## config.mk

```make
export PLATFORM = sky130hd
export DESIGN_NAME = tick_prescaler
export DESIGN_NICKNAME = d
export VERILOG_FILES = /design/src/rtl/tick_pkg.sv /design/src/rtl/tick_prescaler.sv
export SDC_FILE = /design/constraint.sdc
export NUM_CORES = 1
export LEC_CHECK = 0
export CAP_MARGIN = 20
export CORE_ASPECT_RATIO = 0.8
export CORE_MARGIN = 2
export CORE_UTILIZATION = 59
export DETAILED_ROUTE_END_ITERATION = 8
export PLACE_DENSITY = 0.82
export SLEW_MARGIN = 20
export SYNTH_ARGS = -nofsm -noshare
export SYNTH_HDL_FRONTEND = slang
export SYNTH_SLANG_ARGS = --single-unit
```

## constraint.sdc

```tcl
create_clock -name clk -period 4.5 [get_ports clk]
set_input_delay 0.675 -clock clk [delete_from_list [all_inputs] [get_ports clk]]
set_output_delay 0.675 -clock clk [all_outputs]
set_load 0.01 [all_outputs]
```

## src/rtl/tick_pkg.sv

```systemverilog
// ============================================================================
//  Module      : tick_pkg
//  Description : Shared state encoding and clock constants for tick_prescaler.
//  Revision    : 1.0  initial release
// ============================================================================
`default_nettype none

package tick_pkg;

    typedef enum logic [1:0] {
        IDLE = 2'd0,
        RUN  = 2'd1,
        PEND = 2'd2
    } state_t;

    localparam int unsigned SYS_CLK_HZ  = 50_000_000;
    localparam int unsigned DEFAULT_DIV = SYS_CLK_HZ;
    localparam int unsigned SIM_DIV     = 20;

endpackage

`default_nettype wire

```

## src/rtl/tick_prescaler.sv

```systemverilog
// ============================================================================
//  Module      : tick_prescaler
//  Description : Runtime-loadable clock-enable prescaler producing a one-cycle
//                tick strobe, with glitch-free divisor loading and a tick count.
//  Revision    : 1.0  initial release
// ============================================================================
`default_nettype none

module tick_prescaler
    import tick_pkg::*;
#(
    parameter int W           = 26,
    parameter int DEFAULT_DIV = tick_pkg::DEFAULT_DIV,
    parameter int CNT_W       = 8
) (
    input  logic             clk,
    input  logic             rst_n,
    input  logic             en,
    input  logic             div_valid,
    input  logic [W-1:0]     div_data,
    output logic             div_ready,
    output logic             tick,
    output logic [CNT_W-1:0] tick_count
);

    localparam logic [W-1:0] c_div_rst = W'(DEFAULT_DIV);
    localparam logic [W-1:0] c_one     = W'(1);

    state_t             r_state;
    logic [W-1:0]       r_cnt;
    logic [W-1:0]       r_div;
    logic [W-1:0]       r_pend;
    logic               r_tick;
    logic [CNT_W-1:0]   r_tick_count;

    logic               w_accept;
    logic [W-1:0]       w_load_val;
    logic               w_wrap;
    logic               w_tick_next;

    assign div_ready  = (r_state != PEND);
    assign w_accept   = div_valid & div_ready;
    assign w_load_val = (div_data == '0) ? c_one : div_data;
    assign w_wrap     = (r_cnt == (r_div - c_one));

    // A wrap seen while leaving RUN/PEND still delivers its tick.
    assign w_tick_next = (r_state == IDLE) ? (en & w_wrap) : w_wrap;

    assign tick       = r_tick;
    assign tick_count = r_tick_count;

    always_ff @(posedge clk or negedge rst_n) begin
        if (!rst_n) begin
            r_state      <= IDLE;
            r_cnt        <= '0;
            r_div        <= c_div_rst;
            r_pend       <= '0;
            r_tick       <= 1'b0;
            r_tick_count <= '0;
        end else begin
            r_tick       <= w_tick_next;
            r_tick_count <= r_tick_count + {{(CNT_W-1){1'b0}}, w_tick_next};

            case (r_state)
                IDLE: begin
                    if (w_accept) begin
                        r_div <= w_load_val;
                    end
                    if (en) begin
                        r_state <= RUN;
                        r_cnt   <= w_wrap ? '0 : r_cnt + c_one;
                    end else begin
                        r_cnt   <= '0;
                    end
                end

                RUN: begin
                    if (!en) begin
                        r_state <= IDLE;
                        r_cnt   <= '0;
                        if (w_accept) begin
                            r_div <= w_load_val;
                        end
                    end else begin
                        r_cnt <= w_wrap ? '0 : r_cnt + c_one;
                        if (w_accept) begin
                            // On the wrap edge the next period has not begun yet.
                            if (w_wrap) begin
                                r_div <= w_load_val;
                            end else begin
                                r_pend  <= w_load_val;
                                r_state <= PEND;
                            end
                        end
                    end
                end

                PEND: begin
                    if (!en) begin
                        r_state <= IDLE;
                        r_cnt   <= '0;
                        r_div   <= r_pend;
                    end else begin
                        r_cnt <= w_wrap ? '0 : r_cnt + c_one;
                        if (w_wrap) begin
                            r_div   <= r_pend;
                            r_state <= RUN;
                        end
                    end
                end

                default: begin
                    r_state <= IDLE;
                    r_cnt   <= '0;
                end
            endcase
        end
    end

endmodule

`default_nettype wire

```

==> impl_results.md, run 1 <==
- Status: finished clean
- Post-CTS Hold Fix Bufs: 0
- Worst R2R End: tick_count[6]
- First-pass GRT wire length: between 20000 and 25000 um
- Async S/R FF share, synth: 100.0%
- Max Fclk: about 240 MHz
- I/O Buffers: 39
- Drt first pass iters: 5
- Reg clk slew, reported paths: 0.06 ns
- Seq/Total Area, Yosys: 41.16%
- Commonest register cell after synthesis: dfrtp_1
- Post_cts resized: 0
- All-Layer GR Usage: between 20% and 30%
- Wire length on met3: 987 um
- Clock buffer depth: 2
- DR vias/cell: 6.480
- Congestion Overflow GR: 0
- Min Tclk post-route: roughly 4.1 ns
- Sink Count: 89
- Wirelength, routed: around 13000 um
- Die Width: 111.4 um
- Number of cells after detailed placement: 669
- Clock skew: 0.007591 ns
- Max VDD drop: 0.0004180 V
- Syn Nets: 577
- Maxcap violations: 0
- Area Overhead vs Synth: 13.21%
- Reg-to-reg setup timing slack: around 0.39 ns
- Starting Density: 60.54%
- Via count: 4439
- I/O Pins: 40
- Final Slew Violations: 0
- # Post-CTS Setup Buffers: 0
- Fin util: 68.53%
- Vias in the first global route: 4288
- Startpoint Class: register
- Die H: 89.95 um
- Unique masters post-synth: 65
- Worst-Skew Late Latency: around 0.35 ns
- Xor/xnor cell area share of the yosys netlist: 9.486%
- Drt initial violations: 370
- Hold Path Class: in2async
- Row cnt: 31
- Post-synth EDFFs: 0
- Met2 WL: 5831 um
- Post-detail-place hpwl: 9218 um
- Simple-gate share of the synthesized area: 18.35%
- TNS Setup: 0 ns
- Largest net degree at the start of global routing: 90
- Static leakage: roughly 2.6 nW
- Gpl congestion: 0.8899
- Synth Area in Compound Gates: 18.95%
- Kind of critical path: reg2reg
- Total Die Area: about 10000 um2
- RSZ-0062 raised after global routing: no
- Multiplexer share of the synthesized area: 6.132%
- # setup viols final: 0
- Finished Layout Cells: approximately 690
- Residual DRC count: 0
- Num CTS Buffers: 9
- Mapped Area: 5448 um2
- Slew HR: between 30% and 40%
- Synthesized area per cell: between 10 and 15 um2
- Synthesized instance count: 538
- CTS tree: built
- Root Driver: clkbuf_16
- Crit path DAT: 4.33 ns
- Core area: 8999 um2
- Drt wl/cell: ~19 um
- Least-Margin Pin Slew: 0.9425 ns
- Final worst path period share: 91.29%
- Power density cells: about 640 nW/um2
- Highest routed metal layer: met4
- Worst path required time: 4.73 ns
- Layout cells sized above 1: 13.16%
- Cell depth of the worst flop-to-flop path: 14
- Final net count: 604
- Crit end category: register
- Final hold vios: 0
- Ys Warns: 0
- Initial antenna violation count: 0
- Antenna viol nets, final: 0
- Yosys reg bits: 89
- # diodes: 0
- H-tree Lvls: 3
- Largest family of logic cells by synthesized area: compound AO/OA/AOI/OAI gates
- M1 wire length: roughly 6000 um
- Adder-cell area share of the yosys netlist: 2.067%
- Max FO, Critical Path: 6
- Worst r2r src: r_div[0]
## layout by cell type (no fill, tap or decap), types with 3 or more instances in the layout
cell type,n
a211oi_1,3
a21oi_1,7
a22o_1,74
and2_1,4
and3_1,7
and4_1,3
and4b_1,3
buf_4,9
clkbuf_16,9
clkdlybuf4s50_1,38
dfrtp_1,77
dfstp_2,12
ha_1,9
inv_1,10
mux2_2,25
mux2i_1,3
nand2_1,25
nand2b_1,4
nand3_1,25
nand3b_1,3
nand4_1,4
nor2_1,51
nor2b_1,3
nor3_1,14
nor4_1,13
o211ai_1,5
o21ai_0,7
or3_1,7
or4_1,4
xnor2_1,31
xor2_1,28
## cell type report
| class | instances | area (um2) |
|---|---|---|
| Multi-Input combinational cell | 407 | 2995 |
| Fill cell | 716 | 2831 |
| Sequential cell | 89 | 2242 |
| Timing Repair Buffer | 48 | 459.2 |
| Clock buffer | 10 | 239.0 |
| Tap cell | 115 | 143.9 |
| Clock inverter | 6 | 50.05 |
| Inverter | 10 | 37.54 |
## worst max path at each step
stage | from | end | slack [ns] | cells after the start
2_1_floorplan | r_div[0] | tick_count[6] | 0.77 | 13
3_3_place_gp | r_div[0] | tick_count[6] | 0.60 | 14
3_5_place_dp | r_div[0] | tick_count[6] | 0.41 | 14
4_1_cts | r_div[0] | tick_count[6] | 0.40 | 14
5_1_grt | r_div[0] | tick_count[6] | 0.01 | 14
6_report | r_div[0] | tick_count[6] | 0.39 | 14
## per-stage QoR
step | worst slack, ns | total power, W | hold slack [ns] | cell area, um2
finish | 0.3921 | 0.003930 | 0.3795 | 6167
floorplan | 0.7722 | 0.002774 | 0.3794 | 5448
detailed placement | 0.4130 | 0.003173 | 0.4766 | 5874
global placement | 0.5955 | 0.003106 | 0.4629 | 5874
CTS | 0.3983 | 0.003914 | 0.4862 | 6163
global route | 0.01322 | 0.004176 | 0.4579 | 6167
## sequential cells by signal, indices dropped and copies added, names as in the netlist
register    count
r_cnt          26
r_state         2
r_div          26
tick_count      8
r_pend         26
tick            1
## logic make-up (layout without fill, tap and decap cells)
family | after synthesis | after routing
simple gates | 186 | 186
buf+inv | 42 | 74
xor+xnor | 59 | 59
fa+ha+maj | 9 | 9
flops | 89 | 89
compound gates | 123 | 123
mux | 30 | 30
## Yosys cell counts, drive strengths merged, types with 3 or more instances
master,number,area share [%]
nor4,14,1.7
inv,10,0.69
clkbuf,19,1.3
mux2,27,5.6
and3,7,0.80
o21ai,7,0.64
dfrtp,77,35
nand2b,4,0.46
o31ai,3,0.51
xnor2,31,5.0
or3,7,0.80
buf,13,1.9
or4,5,0.76
nand3,26,2.5
a211oi,3,0.41
and2,4,0.46
a21oi,7,0.64
ha,9,2.1
and4,3,0.48
xor2,28,4.5
nor3,14,1.3
dfstp,12,5.8
nand4,6,0.92
nor2b,3,0.34
or2,3,0.34
a2111oi,3,0.83
mux2i,3,0.55
nand3b,3,0.41
nand2,25,1.7
a22o,74,12
o211ai,5,0.69
nor2,51,3.5
and4b,3,0.55
## report_power, final
| part | leakage, nW | total (W) | switching [W] | internal, W |
|---|---|---|---|---|
| combinational | 1.32 | 0.00187 | 0.00103 | 0.000834 |
| sequential | 1.12 | 0.00134 | 0.000267 | 0.00107 |
| clock | 0.141 | 0.000726 | 0.000330 | 0.000396 |
| total | 2.59 | 0.00393 | 0.00163 | 0.00230 |
## metal layers
metal  vias up  GRT usage, %
li1       2064             -
met1      2177         40.28
met2       182         39.94
met3        16         7.215
met4         0         5.041
met5         -             0
## critical path, cell delays in order, from the launching register on
cell	delay [ns]
dfrtp_1	0.42
inv_1	0.08
ha_1	0.24
or4b_2	0.62
nor3_1	0.42
a21boi_1	0.14
o41ai_1	0.49
nor2_1	0.20
a2111oi_0	0.40
buf_4	0.19
ha_1	0.18
ha_1	0.18
and3_1	0.18
nand3_1	0.10
xnor2_1	0.14
(Power assumes the default switching activity.)
==> inputs of run 2 (changes only) <==
- CORE_UTILIZATION: 59 -> 54
- PLACE_DENSITY: 0.82 -> 0.79
- clock period: 4.5 -> 3.7 ns (I/O delays scaled with it)
==> run 2 against run 1 <==
Core utilization fell by 1.3 points. Largest power group unchanged. Non-clock buffer count up 25. Clock skew up 0.0027 ns.
==> impl_results.md, run 2 (synthesis gave the netlist of run 1 again) <==
- Least-Margin Pin Slew: 0.9217 ns (was 0.9425 ns)
- Core area: 9729 um2 (was 8999 um2)
- Row cnt: 32 (was 31)
- Max Fclk: 275.5 MHz (was 243.4 MHz)
- Total Die Area: 10910 um2 (was 10020 um2)
- Reg clk slew, reported paths: 0.07 ns (was 0.06 ns)
- Clock buffer depth: 2 (unchanged)
- Largest registers: r_cnt: 26 flops, r_div: 26 flops, r_pend: 26 flops (unchanged)
- Clock skew: 0.01033 ns (was 0.007591 ns)
- Die Width: 116.3 um (was 111.4 um)
- Die H: 93.84 um (was 89.95 um)
- Area Overhead vs Synth: 20.00% (was 13.21%)
- Min Tclk post-route: 3.629 ns (was 4.108 ns)
- Drt initial violations: 326 (was 370)
- Met2 Use GR: 38.66% (was 39.94%)
- Static leakage: 2.768 nW (was 2.585 nW)
- Worst path required time: 3.94 ns (was 4.73 ns)
- Gpl congestion: 0.9762 (was 0.8899)
- WP buf/inv: 1 (was 2)
- Highest-count cells in the layout ignoring fill and taps: dfrtp_1, a22o_1, nor2_1 (unchanged)
- CTS tree: built (unchanged)
- Fill cells: 742 (was 716)
- Final worst path period share: 98.09% (was 91.29%)
- First-pass GRT wire length: 21670 um (was 21820 um)
- Initial antenna violation count: 0 (unchanged)
- Startpoint Class: register (unchanged)
- Final hold vios: 0 (unchanged)
- Power density cells: 780.7 nW/um2 (was 637.3 nW/um2)
- Final net count: 629 (was 604)
- Drt wl/cell: 18.06 um (was 18.92 um)
- Via count: 4484 (was 4439)
- Starting Density: 55.99% (was 60.54%)
- Sink Count: 89 (unchanged)
- Antenna viol nets, final: 0 (unchanged)
- # setup viols final: 0 (unchanged)
- Wirelength, routed: 13200 um (was 12960 um)
- Max FO, Critical Path: 5 (was 6)
- Setup WS pre-CTS: -0.005687 ns (was 0.4130 ns)
- Post-detail-place hpwl: 9692 um (was 9218 um)
- Root Driver: clkbuf_16 (unchanged)
- Status: finished clean (unchanged)
- Crit-path cells: or4_4 > or3_4 > nor4_4 > xnor2_2 > a211oi_1 > nand2_1 > a2111oi_2 > buf_4 > ha_1 > ha_1 > and3_1 > nand3_1 > xnor2_1 (was inv_1 > ha_1 > or4b_2 > nor3_1 > a21boi_1 > o41ai_1 > nor2_1 > a2111oi_0 > buf_4 > ha_1 > ha_1 > and3_1 > nand3_1 > xnor2_1)
- Largest net degree at the start of global routing: 69 (was 90)
- Worst-Skew Late Latency: 0.35 ns (about the same)
- I/O Buffers: 39 (unchanged)
- Max stage delay on crit path: 0.55 ns (was 0.62 ns)
- I/O Pins: 40 (unchanged)
- All-Layer GR Usage: 25.76% (was 26.93%)
- Slew HR: 38.55% (was 37.16%)
- Layout cells sized above 1: 19.33% (was 13.16%)
- DR vias/cell: 6.134 (was 6.480)
- Num CTS Buffers: 9 (unchanged)
- CP delay by family, top: simple AND/OR/NAND/NOR gates (unchanged)
- Crit path DAT: 3.87 ns (was 4.33 ns)
- Most frequent CP cell: ha_1 (unchanged)
- Final setup margin: 0.07084 ns (was 0.3921 ns)
- Kind of critical path: reg2reg (unchanged)
- Maxcap violations: 0 (unchanged)
- # diodes: 0 (unchanged)
- Met1 Use GR: 36.84% (was 40.28%)
- Drt first pass iters: 5 (unchanged)
- Crit end category: register (unchanged)
- Slowest cell on the critical path: or4_4 (was or4b_2)
- GR peak layer: met2 (was met1)
- Tot Pwr: 0.005104 W (was 0.003930 W)
- H-tree Lvls: 3 (unchanged)
- Met3 usage: 5.806% (was 7.215%)
- Residual DRC count: 0 (unchanged)
- Vias in the first global route: 4247 (was 4288)
- Commonest non-fill, non-tap cell in the layout: dfrtp_1 (unchanged)
- Post-CTS Hold Fix Bufs: 0 (unchanged)
- Congestion Overflow GR: 0 (unchanged)
- Final Slew Violations: 0 (unchanged)
- Max VDD drop: 0.0004749 V (was 0.0004180 V)
- Hold Path Class: in2async (unchanged)
run 2: cell count changes in the layout (fill, tap and decap cells not counted), sizes merged:
cell / delta
buf: +25
inv: +1
clkinvlp: -1
run 2: area by class of cell:
class                      count  area, um2  area share [%]
clock buffer                  10      229.0           3.502
clock inverter                 6      51.30          0.7847
inverter                      10      37.54          0.5742
multi-input combinational    407       3114           47.64
sequential                    89       2242           34.30
tap                          136      170.2           2.603
timing repair buffer          73      693.2           10.60
run 2: metrics by stage:
stage	hold WS [ns]	instances	TNS [ns]	instance area [um2]	util [%]
6_report	0.3132	731	0	6538	67.19
5_1_grt	0.3841	731	-0.1238	6538	67.19
4_1_cts	0.3488	729	0	6407	65.86
3_5_place_dp	0.4872	713	-0.005687	6125	62.95
3_3_place_gp	0.4639	713	-0.01505	6125	62.95
2_1_floorplan	0.2594	538	0	5449	-
run 2: metal layers:
layer  part of all wire [%]  up-vias
met5                      0        -
met3                    6.2       23
li1                       -     2105
met4                    2.1        0
met1                     46     2207
met2                     45      149
run 2: worst paths after layout:
check | end | cells after the start | start | slack (ns)
max in group asynchronous | r_div[14] | 2 | rst_n | 2.51
max | tick_count[6] | 13 | r_div[0] | 0.07
min | r_cnt[3] | 1 | rst_n | 0.31
max reg2reg | tick_count[6] | 13 | r_div[0] | 0.07
min reg2reg | r_pend[16] | 1 | r_pend[16] | 0.50
min in group clk | r_pend[16] | 1 | r_pend[16] | 0.50
run 2: timing repair:
item                                    in CTS  in global routing
resized for setup                            1                 20
buffers inserted                             0                  2
pin swaps                                    0                  6
endpoints found under the setup margin       2                 47
run 2: where the power goes:
| group | total, W | switching [W] | internal, W |
|---|---|---|---|
| clock | 0.000869 | 0.000404 | 0.000466 |
| sequential | 0.00154 | 0.000238 | 0.00130 |
| combinational | 0.00270 | 0.00143 | 0.00126 |
==> inputs of run 3 (changes only) <==
- SLEW_MARGIN: 20 -> 15
==> results of run 3 <==
Final layout, timing and power as in run 2 (identical DEF).
